[src/rtl/spi_msg_ctrl.sv]
// SPI slave receive sequencer: arms the shifter, gathers a
// fixed-length message and hands it over via valid/ack.
module spi_msg_ctrl #(
  parameter int MSG_BYTES   = 4,
  parameter int TIMEOUT_CYC = 1024
) (
  input  logic                           clk,
  input  logic                           rst_l,
  input  logic                           ready,
  input  logic [7:0]                     rx_byte,
  input  logic                           rx_valid,
  output logic                           start,
  output logic                           busy,
  output logic [$clog2(MSG_BYTES+1)-1:0] byte_cnt,
  output logic [8*MSG_BYTES-1:0]         msg_data,
  output logic                           msg_valid,
  input  logic                           msg_ack,
  output logic                           err_abort,
  output logic                           err_timeout,
  output logic                           err_overrun
);

  localparam int CW = $clog2(MSG_BYTES+1);
  localparam int TW = $clog2(TIMEOUT_CYC);

  typedef enum logic [1:0] {
    S_IDLE,
    S_RECV,
    S_HOLD,
    S_WAIT
  } state_e;

  state_e                 state_q, state_d;
  logic [CW-1:0]          cnt_q, cnt_d;
  logic [8*MSG_BYTES-1:0] data_q, data_d;
  logic [TW-1:0]          timer_q, timer_d;
  logic                   start_q, start_d;
  logic                   busy_q, busy_d;
  logic                   valid_q, valid_d;
  logic                   abort_q, abort_d;
  logic                   tmo_q, tmo_d;
  logic                   ovr_q, ovr_d;

  logic [8*MSG_BYTES-1:0] data_ins;
  logic                   last_byte;

  // buffer with rx_byte dropped into the slot at the current count
  always_comb begin
    data_ins = data_q;
    for (int k = 0; k < MSG_BYTES; k++) begin
      if (cnt_q == CW'(k)) data_ins[8*k +: 8] = rx_byte;
    end
  end

  assign last_byte = rx_valid && (cnt_q == CW'(MSG_BYTES-1));

  always_comb begin
    state_d = state_q;
    cnt_d   = cnt_q;
    data_d  = data_q;
    timer_d = timer_q;
    start_d = 1'b0;
    abort_d = 1'b0;
    tmo_d   = 1'b0;
    ovr_d   = 1'b0;
    unique case (state_q)
      S_IDLE: begin
        if (ready) begin
          state_d = S_RECV;
          start_d = 1'b1;
          cnt_d   = '0;
          data_d  = '0;
          timer_d = '0;
        end
      end
      S_RECV: begin
        if (last_byte) begin
          data_d  = data_ins;
          cnt_d   = CW'(MSG_BYTES);
          state_d = S_HOLD;
        end else if (!ready) begin
          state_d = S_IDLE;
          abort_d = 1'b1;
          cnt_d   = '0;
        end else if (rx_valid) begin
          data_d  = data_ins;
          cnt_d   = cnt_q + 1'b1;
          timer_d = '0;
        end else if (timer_q == TW'(TIMEOUT_CYC-1)) begin
          state_d = S_IDLE;
          tmo_d   = 1'b1;
          cnt_d   = '0;
        end else begin
          timer_d = timer_q + 1'b1;
        end
      end
      S_HOLD: begin
        ovr_d = rx_valid;
        if (msg_ack) state_d = S_WAIT;
      end
      S_WAIT: begin
        if (!ready) state_d = S_IDLE;
      end
      default: state_d = S_IDLE;
    endcase
    busy_d  = (state_d != S_IDLE);
    valid_d = (state_d == S_HOLD);
  end

  always_ff @(posedge clk or negedge rst_l) begin
    if (!rst_l) begin
      state_q <= S_IDLE;
      cnt_q   <= '0;
      data_q  <= '0;
      timer_q <= '0;
      start_q <= 1'b0;
      busy_q  <= 1'b0;
      valid_q <= 1'b0;
      abort_q <= 1'b0;
      tmo_q   <= 1'b0;
      ovr_q   <= 1'b0;
    end else begin
      state_q <= state_d;
      cnt_q   <= cnt_d;
      data_q  <= data_d;
      timer_q <= timer_d;
      start_q <= start_d;
      busy_q  <= busy_d;
      valid_q <= valid_d;
      abort_q <= abort_d;
      tmo_q   <= tmo_d;
      ovr_q   <= ovr_d;
    end
  end

  assign start       = start_q;
  assign busy        = busy_q;
  assign byte_cnt    = cnt_q;
  assign msg_data    = data_q;
  assign msg_valid   = valid_q;
  assign err_abort   = abort_q;
  assign err_timeout = tmo_q;
  assign err_overrun = ovr_q;

endmodule

[config.mk]
export PLATFORM = sky130hd
export DESIGN_NAME = spi_msg_ctrl
export DESIGN_NICKNAME = d
export VERILOG_FILES = /design/src/rtl/spi_msg_ctrl.sv
export SDC_FILE = /design/constraint.sdc
export NUM_CORES = 1
export LEC_CHECK = 0
export CAP_MARGIN = 25
export CORE_ASPECT_RATIO = 1.75
export CORE_MARGIN = 4
export CORE_UTILIZATION = 56
export CTS_BUF_LIST = sky130_fd_sc_hd__clkbuf_4 sky130_fd_sc_hd__clkbuf_8
export DETAILED_ROUTE_END_ITERATION = 7
export PLACE_DENSITY = 0.93
export SYNTH_ARGS = -nofsm -noshare
export SYNTH_HDL_FRONTEND = slang
export SYNTH_SLANG_ARGS = --single-unit
[constraint.sdc]
create_clock -name clk -period 3.1 [get_ports clk]
set_input_delay 0.465 -clock clk [delete_from_list [all_inputs] [get_ports clk]]
set_output_delay 0.465 -clock clk [all_outputs]
set_load 0.02 [all_outputs]
==> metrics.yaml, run 1 <==
synthFlopType: "dfrtp_1"
placed_area_um2: 3050
yosysTopAreaCell: "dfrtp_1"
grt_max_degree: 35
end_kind: "flop"
cts_tree: "yes"
drive_above_1_share_pct: 19.4
p_int_mw: 1.13
syn-num-nets: 225
port_buffers: 53
cts_made_buffers: 5
ios: 54
track_usage_pct: 23.1
seq_area_frac_synth_pct: 53.7
dieHeight_um: 95.8
grt_pass1_vias: 2004
synth.distinct_cells: 38
rsz0062_at_grt: "false"
antenna_left: 0
slew_viol_final: 0
final_hold_viol_count: 0
synth_area_per_cell_um2: 12.0
cts_resized: 0
p_seq_share_pct: 50.7
drt_wl_total_um: 5660
reg2regPathDepth: 6
start_kind: "input pin"
crit_type: "input pin to flop"
pwr-share-comb_pct: 25.0
ir_drop_uv: 499
htreeDepth: 2
fmax_mhz: 450
drtPass1Iterations: 4
setup_viol: 0
gr-total-overflow: 0
path_clk_slew_ns: 0.09
yosysMostFrequentCell: "dfrtp_1"
cp.arrival_ns: 2.42
vias: 1811
antenna_found_initial: 0
clock-sinks: 53
grt_pass1_wl_um: 9600
row_count: 31
min_path_type: "input pin to asynchronous set/reset pin"
fin_skew_ns: 0.00714
fin_crit_ns: 2.22
post_cts_buffers: 0
ys_top_cells_by_area: "dfrtp_1 (54%), mux2_2 (15%), ha_1 (3.0%)"
async_reset_ff_share_pct: 100
synth-seq-cells: 53
area_growth_pct: 26.9
start_util_pct: 58.9
clk_latency_ns: 0.31
status: "completed"
synth_cells: 206
switching_power_mw: 0.458
place_congestion: 0.875
fin_setup_tns_ns: 0
die_area_um2: 5580
clock-root-buffer: "clkbuf_8"
initialDrtViolationCount: 28
wl_per_cell_um: 18.1
required_ns: 3.29
drcViolationCount: 0
powerDensity_nw_per_um2: 506
swShare_pct: 28.9
synth_edf_count: 0
hold_buffers: 0
syn_area_um2: 2470
routed_via_density: 5.80
drv_cap: 0
yosysTopAreaCellShare_pct: 53.7
layout.nets: 281
dp_hpwl_um: 4230
clock_path_buffers: 2
dieWidth_um: 58.2
maxSlewHeadroom_pct: 36.5
leakagePower_nw: 1.38
synth_commonest_cells: "dfrtp_1 (53), mux2_2 (32), a21oi_1 (13), nand2_1 (13), and2_1 (10)"
synth_warnings: 0
p_clk_share_pct: 24.4
antenna_cells: 0
fin_area_um2: 3130
cp_max_fo: 8
period_share_pct: 71.7
fp.coreArea_um2: 4190
tightest_slew_ns: 0.941
-- cells by family (layout without fill, tap and decap cells) --
kind of cell | Yosys count | after routing | share of synthesized area, %
DFF | 53 | 53 | 53.7
buffers and inverters | 16 | 73 | 2.79
AOI/OAI and AO/OA | 34 | 34 | 9.12
and+or+nand+nor | 62 | 62 | 15.5
muxes | 35 | 35 | 15.9
adders and majority gates | 6 | 6 | 3.04
-- through the flow --
step | total power, mW | worst slack [ns] | instances | utilization (%) | hold slack (ns)
floorplan | 1.01 | 0.958 | 206 | - | 0.169
global placement | 1.20 | 0.623 | 304 | 72.7 | 0.430
detailed placement | 1.21 | 0.578 | 304 | 72.7 | 0.431
CTS | 1.60 | 0.872 | 312 | 74.8 | 0.0965
global route | 1.67 | 0.695 | 312 | 74.8 | 0.109
finish | 1.59 | 0.878 | 312 | 74.8 | 0.0861
-- power groups by stage --
stage	Sequential, mW	Clock [mW]	Combinational [mW]
global placement	0.814	0	0.390
CTS	0.804	0.392	0.401
detailed placement	0.816	0	0.398
finish	0.804	0.387	0.396
floorplan	0.895	0	0.117
global route	0.812	0.431	0.423
-- state kept, by name, indices dropped and copies added, names as in the netlist --
| register | count |
|---|---|
| start | 1 |
| err_overrun | 1 |
| err_abort | 1 |
| state_q | 2 |
| byte_cnt | 3 |
| busy | 1 |
| msg_valid | 1 |
| err_timeout | 1 |
| msg_data | 32 |
| timer_q | 10 |
-- critical path: stages --
cell             delay, ns
clkdlybuf4s50_1       0.61
nor2b_1               0.13
or3_1                 0.50
nor2_4                0.34
mux2_2                0.38
-- final timing paths --
| kind | start | end | slack (ns) |
|---|---|---|---|
| max in group asynchronous | rst_l | msg_data[26] | 2.24 |
| hold / removal | rst_l | msg_data[14] | 0.09 |
| min in group clk | msg_data[26] | msg_data[26] | 0.51 |
| setup / recovery | rx_valid | msg_data[17] | 0.88 |
| hold reg to reg | msg_data[26] | msg_data[26] | 0.51 |
| setup reg to reg | byte_cnt[1] | msg_data[17] | 0.88 |
-- layer usage --
layer	up-vias	track usage [%]	routed length (um)
met3	12	6.04	326
met2	69	41.6	3090
met5	-	0	0
met4	0	10.3	131
met1	884	24.9	2110
li1	846	-	-
-- area by class of cell --
| class | count | area, um2 |
|---|---|---|
| multi-input cells | 137 | 1070 |
| well taps | 49 | 61.3 |
| fillers | 259 | 1060 |
| repair buffers | 57 | 556 |
| clock inverters | 2 | 10.0 |
| flip-flops and latches | 53 | 1330 |
| inverters | 8 | 30.0 |
| clock buffers | 6 | 76.3 |
-- cells in the final DEF (no fill, tap or decap), types with 2 or more instances in the layout --
| cell | netlist | routed |
|---|---|---|
| o21ai_0 | 5 | 5 |
| nand2b_1 | 3 | 3 |
| mux2i_1 | 2 | 2 |
| or4_1 | 5 | 5 |
| o2bb2ai_1 | 2 | 2 |
| nor2b_1 | 6 | 6 |
| inv_1 | 8 | 8 |
| clkbuf_8 | 0 | 5 |
| nand4_1 | 2 | 2 |
| clkdlybuf4s50_1 | 0 | 52 |
| nor2_1 | 5 | 5 |
| nand2_1 | 13 | 13 |
| o31ai_1 | 5 | 5 |
| nand3_1 | 7 | 7 |
| o41ai_1 | 2 | 2 |
| buf_4 | 1 | 4 |
| nor2_4 | 3 | 3 |
| and2_1 | 10 | 10 |
| dfrtp_1 | 53 | 53 |
| clkinv_2 | 0 | 2 |
| a21oi_1 | 13 | 13 |
| ha_1 | 6 | 6 |
| mux2_2 | 32 | 32 |
Note: power is estimated with default switching activity, not from simulation.
==> run 2: changes to the inputs <==
--- a/config.mk
+++ b/config.mk
@@ -8,10 +8,10 @@
 export CAP_MARGIN = 25
 export CORE_ASPECT_RATIO = 1.75
 export CORE_MARGIN = 4
-export CORE_UTILIZATION = 56
+export CORE_UTILIZATION = 47
 export CTS_BUF_LIST = sky130_fd_sc_hd__clkbuf_4 sky130_fd_sc_hd__clkbuf_8
 export DETAILED_ROUTE_END_ITERATION = 7
-export PLACE_DENSITY = 0.93
+export PLACE_DENSITY = 0.84
 export SYNTH_ARGS = -nofsm -noshare
 export SYNTH_HDL_FRONTEND = slang
 export SYNTH_SLANG_ARGS = --single-unit
==> constraint.sdc (replaced) <==
create_clock -name clk -period 1.9 [get_ports clk]
set_input_delay 0.285 -clock clk [delete_from_list [all_inputs] [get_ports clk]]
set_output_delay 0.285 -clock clk [all_outputs]
set_load 0.02 [all_outputs]
==> run 2 against run 1 <==
Effect of this change:
- the flow now finishes with violations (negative setup slack)
- design area up 11%
- clock-buffer cell count decreased by 1
- routed wire length rose by 2.9%
- sequential share of layout area down 4.1 points
- clock skew shrank 0.00053 ns
- flip-flop and latch count stayed put
- cell count is 11% higher
- combinational power rose by 76%
- via count increased by 6.2%
- critical path depth up 1
- global-route usage down 3.9 points
- critical path type is now flop to flop
==> metrics.yaml, run 2 (synthesized netlist as in run 1, its figures left out) <==
status: "finished with violations"
violations: "negative setup slack"
area_growth_pct: 41.0
p_clk_share_pct: 28.1  # +3.7 points
drt_wl_total_um: 5820  # +2.9%
clock_path_buffers: 2  # unchanged
multi_input_area_um2: 1120  # +4.8%
initialDrtViolationCount: 62  # +120%
switching_power_mw: 0.783  # +71%
routed_via_density: 5.54  # -4.5%
start_util_pct: 49.2  # -9.8 points
crit_type: "flop to flop"
antenna_cells: 0  # unchanged
leakagePower_nw: 1.55  # +12%
fill_cells: 371  # +43%
powerDensity_nw_per_um2: 803  # +59%
layout.nets: 311  # +11%
rsz0062_at_grt: "true"
end_kind: "flop"
path_clk_slew_ns: 0.10  # about the same
dieHeight_um: 104  # +8.4%
seqCellArea_um2: 1330  # +0.28%
largest_reg_flops: 32  # unchanged
antenna_left: 0  # unchanged
cts_tree: "yes"
track_usage_pct: 19.2  # -3.9 points
cp_max_fo: 8  # unchanged
fin_crit_ns: 1.91
maxSlewHeadroom_pct: 65.3  # +29 points
gr-total-overflow: 0  # unchanged
clk_latency_ns: 0.31  # about the same
antenna_found_initial: 0  # unchanged
wl_per_cell_um: 16.8  # -7.4%
cp.arrival_ns: 2.11  # -0.31 ns
place_inst: 337  # +11%
fin_cells: 347  # +11%
required_ns: 2.10  # -1.19 ns
final_hold_viol_count: 0  # unchanged
grt_max_degree: 54  # +54%
final_cell_mix: "clkdlybuf4s50_1 (52), dfrtp_1 (50), mux2_2 (31), buf_4 (31), nand2_1 (13)"
drive_above_1_share_pct: 31.1  # +12 points
grt_pass1_vias: 2109  # +5.2%
setup_slack_ns: -0.00656  # -0.885 ns
drv_cap: 0  # unchanged
p_seq_share_pct: 46.9  # -3.8 points
die_area_um2: 6520  # +17%
fin_setup_tns_ns: -0.00883  # -0.00883 ns
cts_made_buffers: 5  # unchanged
ios: 54  # unchanged
slew_viol_final: 0  # unchanged
ir_drop_uv: 679  # +36%
fin_skew_ns: 0.00661  # -0.000530 ns
place_congestion: 0.889  # +1.5%
row_count: 34  # +9.7%
dp_hpwl_um: 4390  # +3.8%
clock-sinks: 53  # unchanged
start_kind: "flop"
dieWidth_um: 62.8  # +7.9%
fmax_mhz: 525
port_buffers: 53  # unchanged
tightest_slew_ns: 0.514  # -0.427 ns
p_int_mw: 2.01  # +78%
drcViolationCount: 0  # unchanged
power_mw: 2.79  # +76%
drtPass1Iterations: 4  # unchanged
pwr-share-comb_pct: 25.0  # about the same
fp.coreArea_um2: 5020  # +20%
vias: 1924  # +6.2%
swShare_pct: 28.0  # -0.88 points
period_share_pct: 100
min_path_type: "input pin to asynchronous set/reset pin"
whs_ns: 0.486  # +0.399 ns
final_common_cell: "clkdlybuf4s50_1"
htreeDepth: 2  # unchanged
grt_pass1_wl_um: 9890  # +2.9%
setup_viol: 3  # +3
clock-root-buffer: "clkbuf_8"
run 2: cell count changes in the layout (fill, tap and decap cells not counted), sizes merged:
cell | before | now
inv | 8 | 9
bufinv | 0 | 1
clkbuf | 6 | 5
dlygate4sd3 | 0 | 1
buf | 5 | 34
clkinv | 2 | 1
run 2: power by group through the flow:
stage	Combinational, mW	Sequential, mW	Clock, mW
after floorplan	0.191	1.46	0
final	0.697	1.31	0.786
after detailed placement	0.684	1.33	0
after global routing	0.748	1.32	0.852
after CTS	0.701	1.31	0.808
after global placement	0.674	1.32	0
run 2: metrics by stage:
| stage | area, um2 | worst slack (ns) | util, % |
|---|---|---|---|
| final | 3480 | -0.00656 | 69.3 |
| after detailed placement | 3300 | -0.218 | 65.8 |
| after CTS | 3460 | 0.0181 | 68.9 |
| after floorplan | 2500 | 0.000476 | - |
| after global routing | 3480 | -0.0445 | 69.3 |
| after global placement | 3300 | -0.212 | 65.8 |
run 2: layout make-up:
| type | count | area share [%] |
|---|---|---|
| multi-input cells | 137 | 32.3 |
| clock buffers | 5 | 1.98 |
| repair buffers | 87 | 23.2 |
| clock inverters | 3 | 1.44 |
| inverters | 8 | 0.863 |
| flip-flops and latches | 53 | 38.2 |
| well taps | 54 | 1.94 |
run 2: final timing paths:
kind | slack, ns | endpoint | cells after the start | from
min | 0.49 | msg_data[29] | 3 | rst_l
min reg2reg | 0.51 | msg_data[13] | 1 | msg_data[13]
max in group asynchronous | 1.18 | byte_cnt[1] | 3 | rst_l
max reg2reg | -0.007 | msg_data[14] | 6 | byte_cnt[0]
max | -0.007 | msg_data[14] | 6 | byte_cnt[0]
min in group clk | 0.51 | msg_data[13] | 1 | msg_data[13]
run 2: critical path: stages, from the launching register on:
cell and delay, ns:
dfrtp_2 0.40, ha_4 0.15, ha_4 0.15, a21oi_2 0.06, or3_4 0.38, nor2_4 0.28, mux2_2 0.37
run 2: routing by layer:
metal | part of all wire, % | wire (um) | track usage [%]
met3 | 4.9 | 286 | 4.76
met4 | 3.1 | 180 | 9.00
met5 | 0 | 0 | 0
met2 | 56 | 3250 | 35.1
met1 | 36 | 2110 | 20.0
run 2: what timing repair did:
action / CTS / global route
setup endpoints to repair: 24 / 18
buffers inserted: 1 / 0
hold buffers: 1 / 0
resized for setup: 1 / 6
cloned: 0 / 0
endpoints found under the hold margin: 53 / 0
pin swaps: 2 / 4
